**config.mk**
```make
export PLATFORM = sky130hd
export DESIGN_NAME = pq_path_arbiter
export DESIGN_NICKNAME = d
export VERILOG_FILES = /design/src/rtl/pq_arb_pkg.sv /design/src/rtl/pq_rr_arbiter.sv /design/src/rtl/pq_path_arbiter.sv
export SDC_FILE = /design/constraint.sdc
export NUM_CORES = 1
export LEC_CHECK = 0
export BUFFER_PORTS_ARGS = -buffer_cell sky130_fd_sc_hd__buf_2
export CORE_AREA = 3 3 180 182
export DETAILED_ROUTE_END_ITERATION = 10
export DIE_AREA = 0 0 183 185
export SETUP_SLACK_MARGIN = 0.05
export SYNTH_ARGS = -nofsm -noshare
export SYNTH_HDL_FRONTEND = slang
export SYNTH_SLANG_ARGS = --single-unit
export TNS_END_PERCENT = 20
```
**constraint.sdc**
```tcl
create_clock -name system1000 -period 2.85 [get_ports system1000]
set_clock_uncertainty 0.2 [all_clocks]
set_input_delay 0.4275 -clock system1000 [delete_from_list [all_inputs] [get_ports system1000]]
set_output_delay 0.4275 -clock system1000 [all_outputs]
set_load 0.1 [all_outputs]
```
**src/rtl/pq_arb_pkg.sv**
```systemverilog
`default_nettype none
// +----------------------------------------------------------------------------+
// | Module  : pq_arb_pkg                                                       |
// | Brief   : Widths, field positions, FSM states and pipeline token for the   |
// |           shared priority-queue path arbiter.                              |
// | Revision: 1.0                                                              |
// +----------------------------------------------------------------------------+
package pq_arb_pkg;

    localparam int KEY_W = 31;
    localparam int TAG_W = 32;
    localparam int CMD_W = 65;
    localparam int RSP_W = 66;
    localparam int ID_W  = 3;

    localparam int CMD_VALID   = 64;
    localparam int CMD_PUSH    = 63;
    localparam int CMD_KEY_LSB = 32;
    localparam int CMD_TAG_LSB = 0;

    localparam int RSP_VALID   = 65;
    localparam int RSP_EMPTY   = 64;
    localparam int RSP_FULL    = 63;
    localparam int RSP_KEY_LSB = 32;
    localparam int RSP_TAG_LSB = 0;

    typedef enum logic [0:0] {
        RUN   = 1'b0,
        DRAIN = 1'b1
    } state_t;

    typedef struct packed {
        logic            valid;
        logic [ID_W-1:0] id;
        logic            is_pop;
        logic            err;
    } tok_t;

endpackage
`default_nettype wire

```
**src/rtl/pq_rr_arbiter.sv**
```systemverilog
`default_nettype none
// +----------------------------------------------------------------------------+
// | Module  : pq_rr_arbiter                                                    |
// | Brief   : Combinational round-robin grant with a registered pointer.       |
// | Revision: 1.0                                                              |
// +----------------------------------------------------------------------------+
module pq_rr_arbiter #(
    parameter int NUM_REQ = 4
) (
    input  logic                       clk,
    input  logic                       rst,
    input  logic [NUM_REQ-1:0]         i_req,
    input  logic                       i_en,
    output logic [NUM_REQ-1:0]         o_grant,
    output logic [$clog2(NUM_REQ)-1:0] o_grant_id
);

    localparam int c_ptr_w = $clog2(NUM_REQ);

    logic [c_ptr_w-1:0] r_ptr;
    logic [NUM_REQ-1:0] w_mask;
    logic [NUM_REQ-1:0] w_hi;
    logic [NUM_REQ-1:0] w_pick;

    // Requesters strictly above the pointer win first; otherwise wrap to the lowest.
    for (genvar i = 0; i < NUM_REQ; i++) begin : g_mask
        assign w_mask[i] = (i > int'(r_ptr));
    end

    assign w_hi    = i_req & w_mask;
    assign w_pick  = (|w_hi) ? w_hi : i_req;
    assign o_grant = w_pick & (~w_pick + NUM_REQ'(1));

    always_comb begin
        o_grant_id = '0;
        for (int i = 0; i < NUM_REQ; i++) begin
            if (o_grant[i]) o_grant_id = c_ptr_w'(i);
        end
    end

    always_ff @(posedge clk) begin
        if (rst) begin
            r_ptr <= c_ptr_w'(NUM_REQ - 1);
        end else if (i_en && (|o_grant)) begin
            r_ptr <= o_grant_id;
        end
    end

endmodule
`default_nettype wire

```
**src/rtl/pq_path_arbiter.sv**
```systemverilog
`default_nettype none
// +----------------------------------------------------------------------------+
// | Module  : pq_path_arbiter                                                  |
// | Brief   : Shares one priority-queue path between requesters; tracks        |
// |           occupancy, rejects overflow/underflow, routes pop results, and   |
// |           drains on flush. Optional counters under PQ_ARB_STATS_EN.        |
// | Revision: 1.0                                                              |
// +----------------------------------------------------------------------------+
module pq_path_arbiter
    import pq_arb_pkg::*;
#(
    parameter int NUM_REQ  = 4,
    parameter int DEPTH    = 16,
    parameter int PATH_LAT = 2
) (
    input  logic                         system1000,
    input  logic                         system1000_rst,
    input  logic [NUM_REQ-1:0]           req_valid,
    input  logic [NUM_REQ-1:0]           req_push,
    input  logic [NUM_REQ*KEY_W-1:0]     req_key,
    input  logic [NUM_REQ*TAG_W-1:0]     req_tag,
    output logic [NUM_REQ-1:0]           req_ready,
    output logic [NUM_REQ-1:0]           rsp_valid,
    output logic [KEY_W-1:0]             rsp_key,
    output logic [TAG_W-1:0]             rsp_tag,
    output logic                         rsp_err,
    input  logic                         flush,
    output logic                         busy,
    output logic [$clog2(DEPTH+1)-1:0]   occupancy,
    output logic [CMD_W-1:0]             pq_cmd,
    input  logic [RSP_W-1:0]             pq_rsp
`ifdef PQ_ARB_STATS_EN
    ,
    output logic [31:0]                  stat_push,
    output logic [31:0]                  stat_pop,
    output logic [31:0]                  stat_rej
`endif
);

    localparam int c_occ_w = $clog2(DEPTH + 1);
    localparam int c_id_w  = $clog2(NUM_REQ);

    state_t             r_state, w_state_nxt;
    logic [c_occ_w-1:0] r_occ, w_occ_nxt;
    logic [CMD_W-1:0]   r_cmd, w_cmd_nxt;
    tok_t               r_pipe [PATH_LAT];
    tok_t               w_tok, w_out;
    logic [NUM_REQ-1:0] r_rsp_valid;
    logic               r_rsp_err;
    logic [KEY_W-1:0]   r_rsp_key;
    logic [TAG_W-1:0]   r_rsp_tag;

    logic [NUM_REQ-1:0] w_grant;
    logic [c_id_w-1:0]  w_gid;
    logic               w_run_ok, w_not_full, w_not_empty, w_pipe_busy, w_bad;
    logic [KEY_W-1:0]   w_key;
    logic [TAG_W-1:0]   w_tag;
    logic               w_unused_full;

    assign w_run_ok = (r_state == RUN) && !flush;

    pq_rr_arbiter #(.NUM_REQ(NUM_REQ)) u_rr (
        .clk        (system1000),
        .rst        (system1000_rst),
        .i_req      (req_valid),
        .i_en       (w_run_ok),
        .o_grant    (w_grant),
        .o_grant_id (w_gid)
    );

    assign req_ready     = w_grant & {NUM_REQ{w_run_ok}};
    assign w_key         = req_key[w_gid*KEY_W +: KEY_W];
    assign w_tag         = req_tag[w_gid*TAG_W +: TAG_W];
    assign w_not_full    = (r_occ < c_occ_w'(DEPTH));
    assign w_not_empty   = (r_occ != '0);
    assign w_out         = r_pipe[PATH_LAT-1];
    assign w_unused_full = pq_rsp[RSP_FULL];

    always_comb begin
        w_pipe_busy = 1'b0;
        for (int i = 0; i < PATH_LAT; i++) begin
            w_pipe_busy = w_pipe_busy | r_pipe[i].valid;
        end
    end

    // Occupancy moves at issue time so in-flight ops can never over/underflow the path.
    always_comb begin
        w_state_nxt = r_state;
        w_occ_nxt   = r_occ;
        w_cmd_nxt   = '0;
        w_tok       = '0;
        case (r_state)
            RUN: begin
                if (flush) begin
                    w_state_nxt = DRAIN;
                end else if (|w_grant) begin
                    w_tok.valid = 1'b1;
                    w_tok.id    = ID_W'(w_gid);
                    if (req_push[w_gid]) begin
                        if (w_not_full) begin
                            w_cmd_nxt[CMD_VALID]               = 1'b1;
                            w_cmd_nxt[CMD_PUSH]                = 1'b1;
                            w_cmd_nxt[CMD_KEY_LSB +: KEY_W]    = w_key;
                            w_cmd_nxt[CMD_TAG_LSB +: TAG_W]    = w_tag;
                            w_occ_nxt                          = r_occ + c_occ_w'(1);
                        end else begin
                            w_tok.err = 1'b1;
                        end
                    end else if (w_not_empty) begin
                        w_cmd_nxt[CMD_VALID] = 1'b1;
                        w_occ_nxt            = r_occ - c_occ_w'(1);
                        w_tok.is_pop         = 1'b1;
                    end else begin
                        w_tok.err = 1'b1;
                    end
                end
            end
            DRAIN: begin
                // Drain pops carry a token only so the exit waits for the path to go quiet.
                if (w_not_empty) begin
                    w_cmd_nxt[CMD_VALID] = 1'b1;
                    w_occ_nxt            = r_occ - c_occ_w'(1);
                    w_tok.valid          = 1'b1;
                end else if (!w_pipe_busy) begin
                    w_state_nxt = RUN;
                end
            end
            default: w_state_nxt = RUN;
        endcase
    end

    assign w_bad = w_out.err | ~pq_rsp[RSP_VALID] | pq_rsp[RSP_EMPTY];

    always_ff @(posedge system1000) begin
        if (system1000_rst) begin
            r_state     <= RUN;
            r_occ       <= '0;
            r_cmd       <= '0;
            r_rsp_valid <= '0;
            r_rsp_err   <= 1'b0;
            r_rsp_key   <= '0;
            r_rsp_tag   <= '0;
            for (int i = 0; i < PATH_LAT; i++) r_pipe[i] <= '0;
        end else begin
            r_state   <= w_state_nxt;
            r_occ     <= w_occ_nxt;
            r_cmd     <= w_cmd_nxt;
            r_pipe[0] <= w_tok;
            for (int i = 1; i < PATH_LAT; i++) r_pipe[i] <= r_pipe[i-1];
            if (w_out.valid && (w_out.is_pop || w_out.err)) begin
                r_rsp_valid <= NUM_REQ'(1) << w_out.id;
                r_rsp_err   <= w_bad;
                r_rsp_key   <= w_bad ? '0 : pq_rsp[RSP_KEY_LSB +: KEY_W];
                r_rsp_tag   <= w_bad ? '0 : pq_rsp[RSP_TAG_LSB +: TAG_W];
            end else begin
                r_rsp_valid <= '0;
                r_rsp_err   <= 1'b0;
                r_rsp_key   <= '0;
                r_rsp_tag   <= '0;
            end
        end
    end

    assign pq_cmd    = r_cmd;
    assign occupancy = r_occ;
    assign busy      = (r_state == DRAIN);
    assign rsp_valid = r_rsp_valid;
    assign rsp_err   = r_rsp_err;
    assign rsp_key   = r_rsp_key;
    assign rsp_tag   = r_rsp_tag;

`ifdef PQ_ARB_STATS_EN
    logic [31:0] r_stat_push, r_stat_pop, r_stat_rej;

    always_ff @(posedge system1000) begin
        if (system1000_rst) begin
            r_stat_push <= '0;
            r_stat_pop  <= '0;
            r_stat_rej  <= '0;
        end else begin
            if (w_cmd_nxt[CMD_VALID] && w_cmd_nxt[CMD_PUSH]) r_stat_push <= r_stat_push + 32'd1;
            if (w_tok.valid && w_tok.is_pop)                 r_stat_pop  <= r_stat_pop + 32'd1;
            if (w_tok.err)                                   r_stat_rej  <= r_stat_rej + 32'd1;
        end
    end

    assign stat_push = r_stat_push;
    assign stat_pop  = r_stat_pop;
    assign stat_rej  = r_stat_rej;
`endif

endmodule
`default_nettype wire

```
* Word-level counts from Yosys, hierarchy flattened
Memories as Yosys holds them, arrays and structs flattened.
Index checks and enable logic that the tools add are counted.
** Operators by class
- $add $sub $neg :: 3
- Multiply operators :: 1
- Order comparisons :: 5
- Equal/unequal tests :: 3
- Shifts and indexed selects :: 3
- Multiplexer cells :: 36
- Bitwise gates (word level) :: 15
- Reduce and logical (&&, ||, !) cells :: 13
** Operators with widths (number)
- $mux W65 :: 3
- $shiftx A128 B8 Y32 :: 1
- $shiftx A124 B8 Y31 :: 1
- $mux W64 :: 1
- $mux W5 :: 6
- $mux W6 :: 4
- $mux W1 :: 14
- $and A4 B4 Y4 :: 3
- $pmux W5 S2 :: 1
- $reduce_or A4 Y1 :: 2
- $mul A2 B5 Y7 const B :: 1
- $not A1 Y1 :: 6
- $pmux W1 S2 :: 3
- $reduce_or A6 Y1 :: 1
- $add A5 B1 Y5 const B :: 1
- $lt A5 B5 Y1 const B :: 1
- $or A1 B1 Y1 :: 5
- $reduce_bool A5 Y1 :: 1
- $reduce_or A5 Y1 :: 1
- $sub A5 B1 Y5 const B :: 1
- $add A4 B1 Y4 const B :: 1
- $gt A2 B2 Y1 const A :: 2
- $mux W2 :: 2
- $mux W4 :: 1
- other kinds (14) :: 16
** Word-level totals
- Flip-flop bits (word level) :: 141
- RAM bits :: 12
- Input port bits :: 329
- Memories :: 1
** Memories
- r_pipe :: depth 2, width 6, rd ports 2, clocked after Yosys merged registers in 0, write ports 2, RTL line pq_path_arbiter.sv:46 : tok_t r_pipe [PATH_LAT];

* Depth between registers and ports, before layout
Gate-level depths: netlist of run 1.
- Depth after elaboration :: 17
- Mapped depth :: 10
- Depth with buffers taken out :: 9

* By module
Synthesis of run 1 repeated with hierarchy kept, for this count alone.
** Unflattened totals
- Cells, all modules :: 503
- Area, all modules :: 6234.7 µm²
** Modules (own cells, without submodules)
- pq_path_arbiter :: instances 1, cells each 462, area an instance 5933.2 µm²
- pq_rr_arbiter :: instances 1, cells each 41, area an instance 301.5 µm²

* Worst setup path after synthesis of run 1
No wires, ideal clock.
- Path kind :: reg2out
- From :: register r_state (netlist: busy)
- To :: output req_ready[0]
- Arrival time :: 3.098 ns
- Required time :: 2.223 ns
- Slack :: -0.875 ns
- Cell stages (with the launch flop) :: 4
- Buffers on the path :: 0
- Cell sequence :: dfxtp_1 -> nor2_1 -> nand2_1 -> nor3_1
** On the way
- Word-level cells in the longest chain between the ends :: 3
** Ends and longest elaborated chain
- from (decl) :: RTL line pq_path_arbiter.sv:43 : state_t r_state, w_state_nxt;
- from (signal assigned) :: RTL line pq_path_arbiter.sv:145 : r_state <= w_state_nxt;
- $not A1 Y1 :: RTL line pq_path_arbiter.sv:60 : assign w_run_ok = (r_state == RUN) && !flush;
- $logic_and A1 B1 Y1 :: RTL line pq_path_arbiter.sv:60
- $and A4 B4 Y4 :: RTL line pq_path_arbiter.sv:71 : assign req_ready = w_grant & {NUM_REQ{w_run_ok}};
- to (decl) :: RTL line pq_path_arbiter.sv:22 : output logic [NUM_REQ-1:0] req_ready,
Every way passes these cells.

* Worst setup path after layout of run 1
- From :: register u_rr.r_ptr[0]
- To :: output req_ready[2]
** On the way
- Word-level cells in the longest chain between the ends :: 8
** Ends and longest elaborated chain
- from (decl) :: RTL line pq_rr_arbiter.sv:20 : logic [c_ptr_w-1:0] r_ptr;
- from (signal assigned) :: RTL line pq_rr_arbiter.sv:43 : r_ptr <= c_ptr_w'(NUM_REQ - 1);
- from (signal assigned) :: RTL line pq_rr_arbiter.sv:45 : r_ptr <= o_grant_id;
- $gt A1 B2 Y1 or $gt A2 B2 Y1 (tied branches) :: RTL line pq_rr_arbiter.sv:27 : assign w_mask[i] = (i > int'(r_ptr));
- $and A4 B4 Y4 (*) :: RTL line pq_rr_arbiter.sv:30 : assign w_hi = i_req & w_mask;
- $reduce_or A4 Y1 :: RTL line pq_rr_arbiter.sv:31 : assign w_pick = (|w_hi) ? w_hi : i_req;
- $mux W4 (*) :: RTL line pq_rr_arbiter.sv:31
- $not A4 Y4 :: RTL line pq_rr_arbiter.sv:32 : assign o_grant = w_pick & (~w_pick + NUM_REQ'(1));
- $add A4 B1 Y4 :: RTL line pq_rr_arbiter.sv:32
- $and A4 B4 Y4 (*) :: RTL line pq_rr_arbiter.sv:32
- $and A4 B4 Y4 (*) :: RTL line pq_path_arbiter.sv:71
Every way passes the cells marked *; elsewhere a longest branch is shown, timed or not.

==> results of run 1 <==
[cell type report]
type / instances / share of cell area
Tap cell: 396 / 0.0467
Antenna cell: 1 / 0.000236
Sequential cell: 151 / 0.285
Clock buffer: 18 / 0.0414
Clock inverter: 14 / 0.0173
Multi-Input combinational cell: 443 / 0.310
Timing Repair Buffer: 548 / 0.296
Inverter: 8 / 0.00283
[per-stage QoR]
step,utilization,setup slack [ns],TNS (ns)
after floorplan,-,-0.0258,-0.0258
after global placement,0.306,0.0789,0
after detailed placement,0.306,0.0243,0
after CTS,0.344,0.0680,0
after global routing,0.345,0.142,0
final,0.345,0.263,0
[layer usage]
metal	vias to the layer above	global-route usage	part of all wire
met3	26	0.0428	0.081
met2	336	0.263	0.50
li1	3460	-	-
met4	4	0.0536	0.025
met1	3184	0.170	0.40
met5	-	0	0.0012
[state kept, by name (all words and copies together) (netlist names)]
name	cells
busy	1
pq_cmd	65
rsp_valid	4
rsp_tag	32
rsp_key	31
occupancy	5
r_pipe	10
rsp_err	1
u_rr.r_ptr	2
[synthesized netlist by cell type, types with 2 or more instances]
| cell type | number | area share |
|---|---|---|
| a211o_1 | 2 | 0.0027 |
| a211oi_1 | 67 | 0.076 |
| a211oi_2 | 59 | 0.11 |
| a21oi_1 | 9 | 0.0068 |
| a31oi_1 | 3 | 0.0028 |
| a32oi_1 | 2 | 0.0027 |
| and2_1 | 64 | 0.061 |
| and3_1 | 4 | 0.0038 |
| buf_1 | 2 | 0.0011 |
| buf_2 | 3 | 0.0023 |
| buf_6 | 6 | 0.010 |
| clkbuf_1 | 51 | 0.029 |
| dfxtp_1 | 151 | 0.46 |
| ha_1 | 2 | 0.0038 |
| inv_1 | 7 | 0.0040 |
| mux2_2 | 3 | 0.0051 |
| mux2i_1 | 3 | 0.0046 |
| nand2_1 | 11 | 0.0063 |
| nand2b_1 | 3 | 0.0028 |
| nand3_1 | 6 | 0.0046 |
| nor2_1 | 22 | 0.013 |
| nor2b_1 | 71 | 0.067 |
| nor3_1 | 10 | 0.0076 |
| nor3b_1 | 2 | 0.0023 |
| nor4_1 | 4 | 0.0038 |
| o211ai_1 | 4 | 0.0046 |
| o21ai_0 | 4 | 0.0030 |
| o221ai_2 | 2 | 0.0046 |
| o22ai_1 | 64 | 0.061 |
| or3_1 | 2 | 0.0019 |
| or4_1 | 2 | 0.0023 |
[cell families (layout without fill, tap and decap cells)]
logic type,after synthesis,count (layout),share of synthesized area
buffers and inverters,71,588,0.0484
other,0,1,0
AND/OR/NAND/NOR,204,204,0.181
adder cells (fa/ha/maj),2,2,0.00380
multiplexers,7,7,0.0120
XOR/XNOR,2,2,0.00266
AO/OA/AOI/OAI,228,228,0.294
flip-flops,151,151,0.459
[how the worst max path moves through the flow]
stage	slack (ns)	to	startpoint	cells after the start
after floorplan	-0.03	req_ready[0]	busy	3
after global placement	0.08	pq_cmd[4]	req_valid[3]	9
after detailed placement	0.02	pq_cmd[20]	req_valid[3]	9
after CTS	0.07	req_ready[1]	u_rr.r_ptr[0]	6
after global routing	0.14	req_ready[1]	u_rr.r_ptr[1]	7
final	0.26	req_ready[2]	u_rr.r_ptr[0]	6
[where the power goes]
| part | switching, mW | internal (mW) | total (mW) | leakage, nW |
|---|---|---|---|---|
| sequential | 0.0615 | 2.20 | 2.26 | 1.22 |
| clock | 1.04 | 1.36 | 2.40 | 0.295 |
| combinational | 1.39 | 0.671 | 2.06 | 3.36 |
| total | 2.50 | 4.23 | 6.73 | 4.88 |
[timing repair]
action / CTS / global route
hold endpoints to repair: 55 / 0
buffers inserted: 0 / 2
resized for setup: 0 / 4
hold buffers: 55 / 0
endpoints found under the setup margin: 0 / 40
==> results.md, run 1 <==
* Status: completed
* Die width at 183 µm
* Clk_lat worst skew at 0.41 ns
* Crit-path max FO at 8
* PD cells at 634 mW/mm²
* Starting Density at 0.214
* Max cap viols at 0
* ANT nets after route at 0
* Initial antenna violation count at 2
* First-pass GRT wire length at 38700 µm
* Num CTS Buffers at 17
* Die height at 185 µm
* Routability cong. at 0.875
* Crit. End Element: output pin
* Worst Path Arrival at 1.96 ns
* Max transition margin at 0.549
* Root Buffer: clkbuf_16
* Post-route cell area at 0.0106 mm²
* Worst path slowest cell: buf_2
* Main synth FF type: dfxtp_1
* Min-Delay Path Depth at 2
* Multi-input gate area at 0.00329 mm²
* Critical path type: reg2out
* Drt first pass iters at 4
* Worst slew pin tran at 0.676 ns
* # port buffers at 470
* Worst hold slack at 0.0297 ns
* Ys async rst share at 0
* Slew Viols, Final at 0
* Post-placement cell area at 0.00941 mm²
* Post-synthesis instance total at 665
* Core area at 0.0307 mm²
* Worst-case vdd ir drop at 363 µV
* R2r worst-path depth at 9
* Min-delay src: pq_rsp[10]
* Nets at 1500
* Max clock buf depth at 2
* Largest stage delay, worst path at 0.42 ns
* Routed WL at 27000 µm
* Yosys Warn Count at 0
* Synth Area per Inst at 9.91 µm²
* # H-tree levels at 4
* Total nets after synthesis at 996
* Post-synthesis sequential area ratio at 0.459
* Most frequent cells in the layout: buf_2, dfxtp_1, nor2b_1
* DRC viols at 0
* Hold endpoint: rsp_tag[10]
* Total GRT Usage at 0.148
* Area Overhead vs Synth at 61.0%
* Vias in the first global route at 6749
* Seq cells post-synth at 151
* Routed vias at 7010
* Tot Pwr at 6.73 mW
* Period utilisation layout at 0.908
* Boundary Pins at 472
* Sequential cell area at 0.00303 mm²
* Final Hold Fails at 0
* Cell Count, Final, Fillers Out at 1579
* Detail Placement HPWL at 20200 µm
* Row cnt at 64
* RSZ-0062 raised after global routing: no
* CP startpoint kind: flip-flop
* Largest net degree at the start of global routing at 153
* Buf+Inv Stages, Crit Path at 2
* Starting DRT DRC Count at 224
* Post-synth EDFFs at 0
* Clk slew on worst S/H paths at 0.07 ns
* Worst endpoint required time at 2.22 ns
* Finish-stage setup viols at 0
* Critical path's top delay family: buffers and inverters
* # fillers at 3208
* Period minus WS final at 2.59 ns
* FF-to-FF End: pq_cmd[20]
* Fmax at 0.387 GHz
* DIE AREA at 0.0339 mm²
* Avg WL per Cell at 17.1 µm
* Reg2Reg Setup Slack at 0.27 ns
* Min-delay worst type: in2reg
* TritonCTS Sinks at 151
* Placed cells at 1489
* Mapped Area at 0.00659 mm²
* Total grt overflow at 0
* Commonest non-fill, non-tap cell in the layout: buf_2
* Leak Pwr at 4.88 nW
* TritonCTS clock tree: yes
* Layout cells sized above 1 at 0.512
* R2r startpoint: u_rr.r_ptr[0]
* Crit-path cells: nand2b_2 -> buf_4 -> a221oi_1 -> nor3_1 -> and3_1 -> buf_2
* Via density at 4.44
* Synth unique cells at 51
Note: power is estimated with default switching activity, not from simulation.
==> run 2: changes to the inputs <==
--- a/config.mk
+++ b/config.mk
@@ -6,9 +6,12 @@
 export NUM_CORES = 1
 export LEC_CHECK = 0
 export BUFFER_PORTS_ARGS = -buffer_cell sky130_fd_sc_hd__buf_2
-export CORE_AREA = 3 3 180 182
+export CELL_PAD_IN_SITES_DETAIL_PLACEMENT = 0
+export CELL_PAD_IN_SITES_GLOBAL_PLACEMENT = 1
+export CORE_AREA = 3 3 185 187
 export DETAILED_ROUTE_END_ITERATION = 10
-export DIE_AREA = 0 0 183 185
+export DIE_AREA = 0 0 188 190
+export PLACE_DENSITY = 0.65
 export SETUP_SLACK_MARGIN = 0.05
 export SYNTH_ARGS = -nofsm -noshare
 export SYNTH_HDL_FRONTEND = slang
==> constraint.sdc (replaced) <==
create_clock -name system1000 -period 2.5 [get_ports system1000]
set_clock_uncertainty 0.2 [all_clocks]
set_input_delay 0.375 -clock system1000 [delete_from_list [all_inputs] [get_ports system1000]]
set_output_delay 0.375 -clock system1000 [all_outputs]
set_load 0.1 [all_outputs]
==> run 2 against run 1 <==
  * Sequential power is 13% higher
  * Sequential cell count unchanged
  * Cell area increased by 5.1%
  * Routed wire length grew 1.4%
  * Count of clock-buffer cells in the layout up 2
  * Via count up 1.8%
  * Global-route usage increased by 0.053 points
  * Power rose by 17%
==> results.md, run 2 (same netlist as run 1, synthesis figures left out) <==
* Status: completed
* CP startpoint kind: flip-flop
* Worst-case vdd ir drop at 448 µV (+23%)
* Final Hold Fails at 0 (unchanged)
* Via density at 4.28 (-3.7%)
* Post-placement cell area at 0.00975 mm² (+3.6%)
* Worst Path Arrival at 1.82 ns (-0.14 ns)
* ANT nets after route at 0 (unchanged)
* Commonest non-fill, non-tap cell in the layout: buf_2
* Row cnt at 66 (+3.1%)
* Total grt overflow at 0 (unchanged)
* Internal power at 5.04 mW (+19%)
* DRC viols at 0 (unchanged)
* Starting DRT DRC Count at 161 (-28%)
* PD cells at 705 mW/mm² (+11%)
* Critical path's top delay family: simple AND/OR/NAND/NOR gates
* Post-route cell area at 0.0112 mm² (+5.1%)
* Sequential power share at 0.325 (-0.011)
* Avg WL per Cell at 16.4 µm (-4.0%)
* Leak Pwr at 5.11 nW (+4.8%)
* # port buffers at 470 (unchanged)
* Gate power share at 0.328 (+0.022)
* Finish-stage setup viols at 0 (unchanged)
* Routability cong. at 0.804 (-8.1%)
* Crit. End Element: output pin
* Fmax at 0.417 GHz
* Max transition margin at 0.575 (+0.0259)
* Max FFs per register at 65 (unchanged)
* RSZ-0062 raised after global routing: yes
* Most frequent cells in the layout: buf_2, dfxtp_1, nor2b_1
* Crit-path cells: nand2b_4 -> buf_6 -> buf_6 -> a221oi_2 -> nor3_2 -> and3_4 -> buf_12
* TritonCTS Sinks at 151 (unchanged)
* Placement Setup Slack at -0.129 ns (-0.153 ns)
* Crit-path max FO at 4 (-4)
* Setup WS post-layout at 0.103 ns (-0.160 ns)
* First-pass GRT wire length at 41100 µm (+6.1%)
* Die height at 190 µm (+2.7%)
* Worst path slowest cell: dfxtp_2
* Worst endpoint required time at 1.92 ns (-0.30 ns)
* Clk_lat worst skew at 0.43 ns (+0.02 ns)
* Detail Placement HPWL at 20600 µm (+2.1%)
* DIE AREA at 0.0357 mm² (+5.5%)
* Most used cell, CP: buf_6
* Cell Count, Final, Fillers Out at 1668 (+5.6%)
* Critical path type: reg2out
* Placed cells at 1565 (+5.1%)
* Total GRT Usage at 0.149 (+0.000531)
* Root Buffer: clkbuf_16
* Area Overhead vs Synth at 69.3%
* Finished Core Util at 0.342 (-0.00306)
* Max clock buf depth at 2 (unchanged)
* Nets at 1543 (+2.9%)
* Buf+Inv Stages, Crit Path at 3 (+1)
* Worst slew pin tran at 0.634 ns (-0.0426 ns)
* Boundary Pins at 472 (unchanged)
* Drt first pass iters at 4 (unchanged)
* Starting Density at 0.202 (-0.0123)
* Largest net degree at the start of global routing at 93 (-39%)
* P_sw at 2.82 mW (+13%)
* Tot Pwr at 7.86 mW (+17%)
* Slew Viols, Final at 0 (unchanged)
* Routed WL at 27400 µm (+1.4%)
* Max cap viols at 0 (unchanged)
* Clock share of power at 0.347 (-0.010)
* Routed vias at 7133 (+1.8%)
* Num CTS Buffers at 17 (unchanged)
* Switching portion of total power at 0.358 (-0.0126)
* Die width at 188 µm (+2.7%)
* Initial antenna violation count at 1 (-1)
* Period utilisation layout at 0.959
* Period minus WS final at 2.40 ns
* Clk slew on worst S/H paths at 0.07 ns (about the same)
* TritonCTS clock tree: yes
* # H-tree levels at 4 (unchanged)
* Largest stage delay, worst path at 0.34 ns (-0.08 ns)
* Min-delay worst type: in2reg
* Core area at 0.0326 mm² (+6.1%)
* Vias in the first global route at 7326 (+8.5%)
* Layout cells sized above 1 at 0.526 (+0.0139)
-- run 2: cell types whose count changed in the layout (fill, tap and decap cells not counted), sizes merged, moves of 2 or more --
cell and delta:
buf +32, dlygate4sd3 +9, clkbuf +3, clkinv -2, inv -2
-- run 2: metal layers --
| metal | track usage | wire length [µm] |
|---|---|---|
| met4 | 0.0623 | 681 |
| met5 | 0 | 15 |
| met2 | 0.262 | 13700 |
| met3 | 0.0549 | 2460 |
| met1 | 0.162 | 10600 |
-- run 2: timing repair --
item                                   CTS  global route
pin swaps                                4             4
resized for setup                       15             9
setup endpoints to repair                8            24
hold buffers                            64             0
endpoints found under the hold margin   64             0
gates cloned                             1             0
buffers inserted                         4             1
-- run 2: power groups by stage --
stage / clock [mW] / combinational, mW / sequential (mW)
after floorplan: 0 / 1.01 / 3.24
after global placement: 0 / 2.46 / 2.61
after detailed placement: 0 / 2.46 / 2.61
after CTS: 2.85 / 2.60 / 2.55
after global routing: 2.92 / 2.78 / 2.56
final: 2.73 / 2.58 / 2.55
-- run 2: area by class of cell --
| class | instances | area, µm² |
|---|---|---|
| fillers | 3391 | 21500 |
| diodes | 1 | 2.50 |
| inverters | 8 | 30.0 |
| clock inverters | 12 | 166 |
| well taps | 442 | 553 |
| flip-flops and latches | 151 | 3030 |
| multi-input cells | 443 | 3340 |
| clock buffers | 20 | 447 |
| repair buffers | 591 | 3590 |
-- run 2: worst paths after layout --
path                   from            end  slack [ns]  depth (start not counted)
max reg2reg   u_rr.r_ptr[0]     pq_cmd[13]        0.13                          8
min          system1000_rst  u_rr.r_ptr[0]        0.08                          3
max           u_rr.r_ptr[0]   req_ready[2]        0.10                          7
min reg2reg    r_pipe[0][3]   r_pipe[0][9]        0.24                          1
-- run 2: tightest hold or removal path: cells and delay by family --
family,cells,cell delay (ns)
AO/OA/AOI/OAI,1,0.10
buffers and inverters,2,0.19
-- run 2: metrics by stage --
step | setup TNS [ns] | hold WS [ns]
final | 0 | 0.0753
after global routing | -0.0186 | 0.0506
after CTS | 0 | 0.0378
after detailed placement | -1.87 | 0.228
after global placement | -1.04 | 0.215
after floorplan | -0.626 | 0.214
==> run 3: changes to the inputs <==
--- a/config.mk
+++ b/config.mk
@@ -12,7 +12,7 @@
 export DETAILED_ROUTE_END_ITERATION = 10
 export DIE_AREA = 0 0 188 190
 export PLACE_DENSITY = 0.65
-export SETUP_SLACK_MARGIN = 0.05
+export SETUP_SLACK_MARGIN = 0.15
 export SYNTH_ARGS = -nofsm -noshare
 export SYNTH_HDL_FRONTEND = slang
 export SYNTH_SLANG_ARGS = --single-unit
==> run 3 against run 2 <==
  * Routed wire length increased by 6.6%
  * Hold slack got worse by 0.034 ns
  * Combinational power about the same
  * Sequential cell count unchanged
  * First-iteration DRC count decreased by 6.8%
  * Power increased by 0.57%
  * Register-to-register slack got worse by 0.07 ns
  * Cell area increased by 0.78%
  * Critical path type is now reg2reg
==> results.md, run 3 (same netlist as run 1, synthesis figures left out) <==
* Status: completed
* Max FFs per register at 65 (unchanged)
* Clk slew on worst S/H paths at 0.07 ns (about the same)
* Boundary Pins at 472 (unchanged)
* Critical path's top delay family: simple AND/OR/NAND/NOR gates
* Finish-stage setup viols at 0 (unchanged)
* Crit-path cells: nand2b_4 -> nand2_2 -> buf_4 -> a21oi_4 -> o221ai_2 -> a21boi_4 -> or4_4 -> clkbuf_16 -> a211oi_2
* Worst slew pin tran at 0.565 ns (-0.0685 ns)
* Total GRT Usage at 0.154 (+0.00515)
* Core area at 0.0326 mm² (unchanged)
* TritonCTS clock tree: yes
* Period minus WS final at 2.44 ns (+0.0456 ns)
* Initial antenna violation count at 8 (+7)
* First-pass GRT wire length at 42400 µm (+3.1%)
* Routed WL at 29200 µm (+6.6%)
* Largest stage delay, worst path at 0.55 ns (+0.21 ns)
* TritonCTS Sinks at 151 (unchanged)
* # H-tree levels at 4 (unchanged)
* # port buffers at 470 (unchanged)
* Placement Setup Slack at -0.213 ns (-0.0842 ns)
* Reg2Reg Setup Slack at 0.06 ns (-0.07 ns)
* Routability cong. at 0.809 (+0.57%)
* Avg WL per Cell at 17.5 µm (+6.8%)
* PD cells at 703 mW/mm² (-0.21%)
* Area Overhead vs Synth at 70.6%
* Routed vias at 7230 (+1.4%)
* Die width at 188 µm (unchanged)
* Finished Core Util at 0.345 (+0.00268)
* Starting DRT DRC Count at 150 (-6.8%)
* Layout cells sized above 1 at 0.539 (+0.0133)
* Worst path slowest cell: or4_4
* RSZ-0062 raised after global routing: yes
* Worst hold slack at 0.0410 ns (-0.0343 ns)
* Slew Viols, Final at 0 (unchanged)
* Cell Count, Final, Fillers Out at 1665 (-0.18%)
* Vias in the first global route at 7394 (+0.93%)
* Final Hold Fails at 0 (unchanged)
* Via density at 4.34 (+1.5%)
* Largest net degree at the start of global routing at 75 (-19%)
* DRC viols at 0 (unchanged)
* Setup TNS at 0 ns (unchanged)
* Crit-path max FO at 22 (+18)
* # fillers at 3364 (-0.80%)
* Num CTS Buffers at 17 (unchanged)
* Most frequent cells in the layout: buf_2, dfxtp_1, nor2b_1
* Commonest non-fill, non-tap cell in the layout: buf_2
* Nets at 1535 (-0.52%)
* Setup WS post-layout at 0.0573 ns (-0.0456 ns)
* Placed cells at 1553 (-0.77%)
* Drt first pass iters at 4 (unchanged)
* CP startpoint kind: flip-flop
* Detail Placement HPWL at 21500 µm (+4.2%)
* Worst Path Arrival at 2.60 ns (+0.78 ns)
* Row cnt at 66 (unchanged)
* Worst endpoint required time at 2.65 ns (+0.73 ns)
* ANT nets after route at 0 (unchanged)
* Root Buffer: clkbuf_16
* Starting Density at 0.202 (unchanged)
* Max clock buf depth at 2 (unchanged)
* Period utilisation layout at 0.977 (+0.0182)
* Die height at 190 µm (unchanged)
* Leak Pwr at 5.13 nW (+0.40%)
* Buf+Inv Stages, Crit Path at 2 (-1)
* Max transition margin at 0.623 (+0.0477)
* Total grt overflow at 0 (unchanged)
* Worst-case vdd ir drop at 452 µV (+1.0%)
* Clk_lat worst skew at 0.43 ns (about the same)
* Max cap viols at 0 (unchanged)
* Min-delay worst type: in2reg
* Crit. End Element: flip-flop
* Fmax at 0.409 GHz (-1.9%)
* Critical path type: reg2reg
* DIE AREA at 0.0357 mm² (unchanged)
-- run 3: repair_timing --
| action | in CTS | in global routing |
|---|---|---|
| cloned | 1 | 3 |
| hold buffers | 62 | 0 |
| endpoints found under the hold margin | 62 | 0 |
| gates resized for setup | 9 | 31 |
| setup endpoints to repair | 62 | 74 |
| setup buffers | 5 | 3 |
| pin swaps | 1 | 20 |
-- run 3: area by class of cell --
class | instances | area, µm² | area share
multi-input cells | 443 | 3400 | 0.302
clock buffers | 19 | 453 | 0.0403
flip-flops and latches | 151 | 3040 | 0.270
repair buffers | 583 | 3590 | 0.320
inverters | 8 | 30.0 | 0.00267
clock inverters | 13 | 161 | 0.0144
well taps | 442 | 553 | 0.0492
diodes | 6 | 15.0 | 0.00133
-- run 3: final timing paths --
path	from	to	cells after the start
setup / recovery	u_rr.r_ptr[0]	pq_cmd[47]	9
hold reg to reg	r_pipe[0][2]	r_pipe[0][8]	1
setup reg to reg	u_rr.r_ptr[0]	pq_cmd[47]	9
hold / removal	system1000_rst	occupancy[3]	2
-- run 3: per-stage QoR --
step	cell area, µm²	power, mW
final	11200	7.91
after detailed placement	9650	5.02
after floorplan	6630	4.27
after global placement	9650	5.01
after CTS	11000	7.92
after global routing	11200	8.29
-- run 3: per-layer routing --
| layer | GRT usage | vias to the layer above | part of all wire |
|---|---|---|---|
| met3 | 0.0498 | 30 | 0.080 |
| met2 | 0.276 | 356 | 0.51 |
| li1 | - | 3542 | - |
| met5 | 0 | - | 0.0011 |
| met4 | 0.0597 | 4 | 0.017 |
| met1 | 0.169 | 3298 | 0.39 |
-- run 3: where the power goes --
part	switching [mW]	internal, mW	total, mW
Clock	1.15	1.56	2.71
Combinational	1.66	0.939	2.60
Sequential	0.0826	2.52	2.60
